<file path="config.mk">
export PLATFORM = sky130hd
export DESIGN_NAME = mult_arb_flat
export DESIGN_NICKNAME = d
export VERILOG_FILES = /design/src/rtl/mult_arb_if.sv /design/src/rtl/mult_arb.sv /design/src/flat_wrapper.sv
export SDC_FILE = /design/constraint.sdc
export NUM_CORES = 1
export LEC_CHECK = 0
export CORE_MARGIN = 3
export CORE_UTILIZATION = 26
export CTS_CLUSTER_SIZE = 16
export DETAILED_ROUTE_END_ITERATION = 8
export MAX_ROUTING_LAYER = met4
export SLEW_MARGIN = 15
export SYNTH_ARGS = -nofsm -noshare
export SYNTH_HDL_FRONTEND = slang
export SYNTH_SLANG_ARGS = --single-unit
</file>
<file path="constraint.sdc">
create_clock -name CLK -period 8.46 [get_ports CLK]
set_input_delay 1.692 -clock CLK [delete_from_list [all_inputs] [get_ports CLK]]
set_output_delay 1.692 -clock CLK [all_outputs]
set_load 0.02 [all_outputs]
</file>
<file path="src/rtl/mult_arb_if.sv">
// Requester-side bus of mult_arb: flat operand buses in, one-hot grant and result strobe out.
interface mult_arb_if #(
    parameter int unsigned WIDT_A = 8,
    parameter int unsigned WIDT_B = 8,
    parameter int unsigned N_REQ  = 4
);
    logic [N_REQ-1:0]        REQ_VALID;
    logic [N_REQ*WIDT_A-1:0] REQ_A;
    logic [N_REQ*WIDT_B-1:0] REQ_B;
    logic [N_REQ-1:0]        REQ_READY;
    logic [N_REQ-1:0]        RES_VALID;
    logic [WIDT_A+WIDT_B-1:0] RES_P;
    logic [15:0]             STALL_CNT;

    modport master (
        output REQ_VALID, REQ_A, REQ_B,
        input  REQ_READY, RES_VALID, RES_P, STALL_CNT
    );

    modport slave (
        input  REQ_VALID, REQ_A, REQ_B,
        output REQ_READY, RES_VALID, RES_P, STALL_CNT
    );
endinterface

</file>
<file path="src/rtl/mult_arb.sv">
// Round-robin arbiter in front of one shared two-stage unsigned multiplier.
// Optional contention counter enabled by defining MULT_ARB_STALL_CNT_EN.
module mult_arb #(
    parameter int unsigned WIDT_A = 8,
    parameter int unsigned WIDT_B = 8,
    parameter int unsigned N_REQ  = 4
) (
    input  logic       CLK,
    input  logic       RSTN,
    mult_arb_if.slave  bus
);

    localparam int unsigned IdxW = $clog2(N_REQ);
    localparam int unsigned PW   = WIDT_A + WIDT_B;

    logic [IdxW-1:0]   ptr_q, ptr_d;
    logic [IdxW-1:0]   win_idx;
    logic              found;
    int unsigned       cand;
    logic [N_REQ-1:0]  grant;
    logic              accept;
    logic [WIDT_A-1:0] sel_a;
    logic [WIDT_B-1:0] sel_b;

    logic              v1_q;
    logic [WIDT_A-1:0] a1_q;
    logic [WIDT_B-1:0] b1_q;
    logic [N_REQ-1:0]  tag1_q;

    logic [PW-1:0]     prod;
    logic [PW-1:0]     res_p_q;
    logic [N_REQ-1:0]  res_valid_q;

    // Search starts one past the last winner and wraps, so the last winner has lowest priority.
    always_comb begin
        found   = 1'b0;
        win_idx = ptr_q;
        cand    = 0;
        for (int unsigned k = 1; k <= N_REQ; k++) begin
            cand = (32'(ptr_q) + k) % N_REQ;
            if (!found && bus.REQ_VALID[cand]) begin
                found   = 1'b1;
                win_idx = IdxW'(cand);
            end
        end
    end

    always_comb begin
        grant = '0;
        if (found && RSTN) begin
            grant[win_idx] = 1'b1;
        end
    end

    assign accept        = |grant;
    assign bus.REQ_READY = grant;
    assign sel_a         = bus.REQ_A[32'(win_idx)*WIDT_A +: WIDT_A];
    assign sel_b         = bus.REQ_B[32'(win_idx)*WIDT_B +: WIDT_B];
    assign ptr_d         = accept ? win_idx : ptr_q;

    always_ff @(posedge CLK or negedge RSTN) begin
        if (!RSTN) begin
            ptr_q <= IdxW'(N_REQ - 1);
        end else begin
            ptr_q <= ptr_d;
        end
    end

    // Stage 1: capture the winner's operands and its one-hot tag.
    always_ff @(posedge CLK or negedge RSTN) begin
        if (!RSTN) begin
            v1_q   <= 1'b0;
            a1_q   <= '0;
            b1_q   <= '0;
            tag1_q <= '0;
        end else begin
            v1_q <= accept;
            if (accept) begin
                a1_q   <= sel_a;
                b1_q   <= sel_b;
                tag1_q <= grant;
            end
        end
    end

    assign prod = PW'(a1_q) * PW'(b1_q);

    // Stage 2: product only updates with a valid operation so RES_P holds between strobes.
    always_ff @(posedge CLK or negedge RSTN) begin
        if (!RSTN) begin
            res_p_q     <= '0;
            res_valid_q <= '0;
        end else begin
            res_valid_q <= v1_q ? tag1_q : '0;
            if (v1_q) begin
                res_p_q <= prod;
            end
        end
    end

    assign bus.RES_P     = res_p_q;
    assign bus.RES_VALID = res_valid_q;

`ifdef MULT_ARB_STALL_CNT_EN
    logic [15:0] stall_cnt_q;
    logic        stall;

    assign stall = |(bus.REQ_VALID & ~grant);

    always_ff @(posedge CLK or negedge RSTN) begin
        if (!RSTN) begin
            stall_cnt_q <= '0;
        end else if (stall && (stall_cnt_q != 16'hFFFF)) begin
            stall_cnt_q <= stall_cnt_q + 16'd1;
        end
    end

    assign bus.STALL_CNT = stall_cnt_q;
`else
    assign bus.STALL_CNT = '0;
`endif

endmodule

</file>
<file path="src/flat_wrapper.sv">
// flat-port wrapper written by rule: the top's interface ports become plain ports
module mult_arb_flat 
#(
    parameter int unsigned WIDT_A = 8,
    parameter int unsigned WIDT_B = 8,
    parameter int unsigned N_REQ  = 4
)
  (CLK, RSTN, bus_REQ_VALID, bus_REQ_A, bus_REQ_B, bus_REQ_READY, bus_RES_VALID, bus_RES_P, bus_STALL_CNT);
  mult_arb_if #(.WIDT_A(WIDT_A), .WIDT_B(WIDT_B), .N_REQ(N_REQ)) bus_i ();
  input  logic CLK;
  input  logic RSTN;
  input wire logic [$bits(bus_i.REQ_VALID)-1:0] bus_REQ_VALID;
  input wire logic [$bits(bus_i.REQ_A)-1:0] bus_REQ_A;
  input wire logic [$bits(bus_i.REQ_B)-1:0] bus_REQ_B;
  output wire logic [$bits(bus_i.REQ_READY)-1:0] bus_REQ_READY;
  output wire logic [$bits(bus_i.RES_VALID)-1:0] bus_RES_VALID;
  output wire logic [$bits(bus_i.RES_P)-1:0] bus_RES_P;
  output wire logic [$bits(bus_i.STALL_CNT)-1:0] bus_STALL_CNT;
  assign bus_i.REQ_VALID = bus_REQ_VALID;
  assign bus_i.REQ_A = bus_REQ_A;
  assign bus_i.REQ_B = bus_REQ_B;
  assign bus_REQ_READY = bus_i.REQ_READY;
  assign bus_RES_VALID = bus_i.RES_VALID;
  assign bus_RES_P = bus_i.RES_P;
  assign bus_STALL_CNT = bus_i.STALL_CNT;
  mult_arb #(.WIDT_A(WIDT_A), .WIDT_B(WIDT_B), .N_REQ(N_REQ)) u_core (.CLK(CLK), .RSTN(RSTN), .bus(bus_i));
endmodule
</file>
Word level (Yosys, flattened, before mapping)
Index checks and enable logic that the tools add are counted.
- $add $sub $neg: 4
- $mul: 1
- order comparisons: 6
- shifts and indexed selects: 2
- muxes and demuxes: 20
- reductions and logical operators: 9
- operators by type and width (kind ; count):
    $shiftx A32 B6 Y8 ; 2
    $mul A8 B8 Y16 ; 1
    $lt A2 B3 Y1 const B ; 5
    $mux W1 ; 9
    $bmux W1 S2 ; 4
    $mux W2 ; 4
    $mux W4 ; 2
    $logic_and A1 B1 Y1 ; 5
    $add A2 B1 Y2 const B ; 2
    $add A2 B2 Y2 const B ; 2
    $reduce_or A4 Y1 ; 1
    $logic_not A1 Y1 ; 3
    $demux W1 S2 ; 1
    $ge A2 B1 Y1 const B ; 1
- flip-flop bits (word level): 43
- output and inout bits: 40

Depth between registers and ports, before layout
- depth in word-level cells: 19
- mapped depth: 15

Worst setup path after synthesis
Ideal clock, no wire load.
- kind: input to output
- start: input bus_REQ_VALID[0]
- end: output bus_REQ_READY[1]
- arrival time: 2.724 ns
- required time: 6.768 ns
- path slack: 4.044 ns
- cell stages on the path: 6
- buffers on the path: 2
- cells stage by stage: inv_1 -> a22oi_2 -> o221a_2 -> buf_6 -> buf_4 -> nor2_1
- longest elaborated chain between the ends: 17
- elaborated cells between the ends (all ways): 29
- classes of those cells: 2 x order compare; 19 x mux; 8 x reduce/logical
- ends and longest elaborated chain (element ; RTL line ; source):
    start: declaration ; flat_wrapper.sv:12 ; input wire logic [$bits(bus_i.REQ_VALID)-1:0] bus_REQ_VALID;
    $bmux W1 S2 ; mult_arb.sv:41 ; if (!found && bus.REQ_VALID[cand]) begin
    $mux W1 (not written as such) ; mult_arb.sv:41 ;
    $mux W1 ; mult_arb.sv:41 ;
    $logic_not A1 Y1 ; mult_arb.sv:41 ;
    $logic_and A1 B1 Y1 ; mult_arb.sv:41 ;
    $mux W1 ; mult_arb.sv:41 ;
    $logic_not A1 Y1 ; mult_arb.sv:41 ;
    $logic_and A1 B1 Y1 ; mult_arb.sv:41 ;
    $mux W1 ; mult_arb.sv:41 ;
    $logic_not A1 Y1 ; mult_arb.sv:41 ;
    $logic_and A1 B1 Y1 ; mult_arb.sv:41 ;
    $mux W2 ; mult_arb.sv:41 ;
    $lt A2 B3 Y1 (not written as such) or $ge A2 B1 Y1 (tied branches) ; mult_arb.sv:51 ; grant[win_idx] = 1'b1;
    $logic_and A1 B1 Y1 (not written as such) ; mult_arb.sv:51 ;
    $mux W1 (not written as such) ; mult_arb.sv:51 ;
    $demux W1 S2 ; -- ;
    $mux W4 (*) ; mult_arb.sv:50 ; if (found && RSTN) begin
    end: declaration ; flat_wrapper.sv:15 ; output wire logic [$bits(bus_i.REQ_READY)-1:0] bus_REQ_READY;
Every way passes the cells marked *; elsewhere a longest branch is shown, timed or not. The select of a mux whose other input is x is not followed.

Worst setup path after layout
- start: input bus_REQ_VALID[3]
- end: output bus_REQ_READY[0]
The elaborated chain is that of the path after synthesis.

==> flow_metrics.env <==
export IMPL_clockRootBuffer="clkbuf_16"
export IMPL_antenna_found_initial=0
export IMPL_path_clk_slew_ns=0.07
export IMPL_cts_setup_buffers=0
export IMPL_fillers=1767
export IMPL_wl_per_cell_um=14.3
export IMPL_ff2ff_setup_slack_ns=3.99
export IMPL_syn_inst=466
export IMPL_std_cell_rows=48
export IMPL_cp_cell_sequence="clkdlybuf4s50_1, nand3b_1, a31oi_4, nand2b_1, nor2_1, clkdlybuf4s50_1"
export IMPL_tightestPinTransition_ns=0.932
export IMPL_cts_tree="done"
export IMPL_grt_pass1_vias=3756
export IMPL_grt_pass1_wl_um=19200
export IMPL_max_cap_violations=0
export IMPL_yosysTopAreaCellShare=0.223
export IMPL_antenna_cells=0
export IMPL_holdBufCountCts=0
export IMPL_status="finished, final reports clean"
export IMPL_grt_usage=0.124
export IMPL_crit_path_end_kind="output pin"
export IMPL_start_util=0.266
export IMPL_crit_end="bus_REQ_READY[0]"
export IMPL_async_reset_ff_frac=1.00
export IMPL_via_count=3479
export IMPL_nNetsFinal=693
export IMPL_hp_class="reg2reg"
export IMPL_cts_sinks=43
export IMPL_numPortBuffers=93
export IMPL_slew_viol_final=0
export IMPL_overflow=0
export IMPL_cp_startpoint="bus_REQ_VALID[3]"
export IMPL_synthFlopType="dfrtp_1"
export IMPL_period_needed_ns=6.42
export IMPL_firstDrtPassIters=5
export IMPL_synth_adder_area_share=0.254
export IMPL_area_growth_pct=26.0
export IMPL_setup_viol=0
export IMPL_ir_worst_vdd_uv=303
export IMPL_die_y_um=139
export IMPL_drcViolationCount=0
export IMPL_worstPathRequired_ns=6.77
export IMPL_synth_seq_cells=43
export IMPL_r2r_start="u_core.b1_q[6]"
export IMPL_leakage_nw=2.71
export IMPL_crit_fanout=34
export IMPL_power_density_nw_per_um2=393
export IMPL_ant_nets=0
export IMPL_grt_max_degree=44
export IMPL_synth_area_leaders="dfrtp_1 (22%), fa_1 (16%), ha_1 (9.8%)"
export IMPL_min_path_cells=1
export IMPL_cts_buffers=5
export IMPL_synth_top_area_cell="dfrtp_1"
export IMPL_critPathSlowestCell="nand2b_1"
export IMPL_ff2ff_path_depth=13
export IMPL_clock_skew_final_ns=0.00814
export IMPL_dpl_hpwl_um=9080
export IMPL_synth_enable_flop_cells=0
export IMPL_max_freq_mhz=156
export IMPL_place_congestion=0.880
export IMPL_wl_um=11100
export IMPL_fin_crit_sh=0.758
export IMPL_crit_type="in2out"
export IMPL_synth_top_family_by_area="adder cells"
export IMPL_post_cts_resized=0
export IMPL_yosysSeqAreaShare=0.234
export IMPL_synth_area_um2=4600
export IMPL_cpPeakStageDelay_ns=0.82
export IMPL_dpl_cell_area_um2=5630
export IMPL_clk_path_buf_depth=2
export IMPL_cpMostUsedCell="clkdlybuf4s50_1"
export IMPL_hold_viol=0
export IMPL_synth_xor_area_frac=0.0152
export IMPL_avgSynthCellArea_um2=9.88
export IMPL_cp_start_kind="primary input"
export IMPL_synth_cell_types=51
export IMPL_dieArea_um2=19300
export IMPL_r2r_end="u_core.bus.RES_P[12]"
export IMPL_synth_area_mux_share=0.110
export IMPL_ios=110
export IMPL_synth_compound_area_frac=0.119
export IMPL_final_layout_size_suffix_gt1_frac=0.103
export IMPL_fin_setup_tns_ns=0
export IMPL_final_area_um2=5800
export IMPL_clock_latency_ns=0.30
export IMPL_synthSimpleGateAreaFrac=0.164
export IMPL_vias_per_cell=4.48
export IMPL_core_area_um2=17300
export IMPL_arrival_ns=4.72
export IMPL_drt_iter0_markers=107
export IMPL_post_route_util=0.335
export IMPL_htreeDepth=2
export IMPL_die_w_um=139
export IMPL_rsz0062_at_grt="false"
export IMPL_yosys_warnings=0
export IMPL_relSlewSlack=0.379
## synth_stat cells, types with 2 or more instances
cell type	number
and2_1	53
o211ai_2	11
o21ai_0	7
o211ai_1	11
nor2b_1	2
nand3_1	34
inv_1	54
o21a_1	2
nor2_1	11
xnor2_1	7
nand2_1	38
a2111o_1	2
a21oi_1	8
mux2_2	15
nor3_1	4
a21o_1	6
mux2_4	11
dfstp_2	2
o221ai_1	2
mux2i_1	17
buf_2	3
buf_6	5
buf_4	19
nand2b_1	3
ha_1	36
clkbuf_1	3
fa_1	36
dfrtp_1	41
## logic make-up (layout without fill, tap and decap cells)
logic type | count (synthesis) | after routing
AOI/OAI and AO/OA | 63 | 63
xor gates and xnor gates | 8 | 8
adders and majority gates | 72 | 72
buffers and inverters | 88 | 159
DFF | 43 | 43
muxes | 43 | 43
other | 1 | 16
and+or+nand+nor | 148 | 148
## worst max-delay path: cells and delay by family
kind                   cells  cell delay [ns]
AOI/OAI and AO/OA          1             0.71
buffers and inverters      2             1.19
and+or+nand+nor            3             1.13
## layout by cell type, fill, tap and decap left out, drive strengths merged, types with 3 or more instances in the layout
cell type      netlist  routed
conb                 1      16
nand2               38      38
a21oi                8       8
buf                 30       4
nor3                 4       4
nor2                11      11
mux2                26      26
clkbuf               3       5
xnor2                7       7
o21ai                7       7
mux2i               17      17
nand2b               3       3
and2                53      53
inv                 55      56
o211ai              22      22
ha                  36      36
dfrtp               41      41
fa                  36      36
nand3               34      34
a21o                 6       6
clkdlybuf4s50        0      92
## metal layers
metal	GRT usage	part of all wire
met5	-	0
met4	0.0335	0.015
met3	0.0334	0.067
met2	0.185	0.45
met1	0.167	0.47
## flip-flops by register name, summed over array words and instances (netlist names)
| signal | flops |
|---|---|
| u_core.bus.RES_VALID | 4 |
| u_core.ptr_q | 2 |
| u_core.b1_q | 8 |
| u_core.a1_q | 8 |
| u_core.v1_q | 1 |
| u_core.tag1_q | 4 |
| u_core.bus.RES_P | 16 |
## area by class of cell
class                           instances  area [um2]  share of cell area
Clock buffer                            5         125              0.0216
Clock inverter                          3        47.5             0.00820
Inverter                               55         206              0.0356
Multi-Input combinational cell        350        3110               0.537
Sequential cell                        43        1080               0.186
Tap cell                              225         282              0.0485
Timing Repair Buffer                   96         948               0.164
## metrics by stage
step | hold WS [ns] | total power, mW | worst slack, ns | cells
6_report | 0.481 | 2.28 | 2.04 | 777
5_1_grt | 0.514 | 2.58 | 1.79 | 777
4_1_cts | 0.481 | 2.32 | 2.04 | 777
3_5_place_dp | 0.465 | 2.06 | 2.06 | 769
3_3_place_gp | 0.463 | 2.03 | 2.19 | 769
2_1_floorplan | 0.442 | 1.67 | 4.04 | 481
## power by group
group | total, mW | switching, mW | internal [mW] | leakage, nW
clock network | 0.229 | 0.0885 | 0.141 | 0.0844
logic | 1.67 | 0.884 | 0.785 | 2.09
registers | 0.382 | 0.0950 | 0.287 | 0.535
total | 2.28 | 1.07 | 1.21 | 2.71
## worst min path at each step
stage | endpoint | slack [ns] | start
floorplan | u_core.tag1_q[0] | 0.44 | u_core.tag1_q[0]
global placement | u_core.tag1_q[1] | 0.46 | u_core.tag1_q[1]
detailed placement | u_core.tag1_q[3] | 0.46 | u_core.tag1_q[3]
CTS | u_core.tag1_q[3] | 0.48 | u_core.tag1_q[3]
global route | u_core.tag1_q[3] | 0.51 | u_core.tag1_q[3]
finish | u_core.tag1_q[1] | 0.48 | u_core.tag1_q[1]
(Power assumes the default switching activity.)
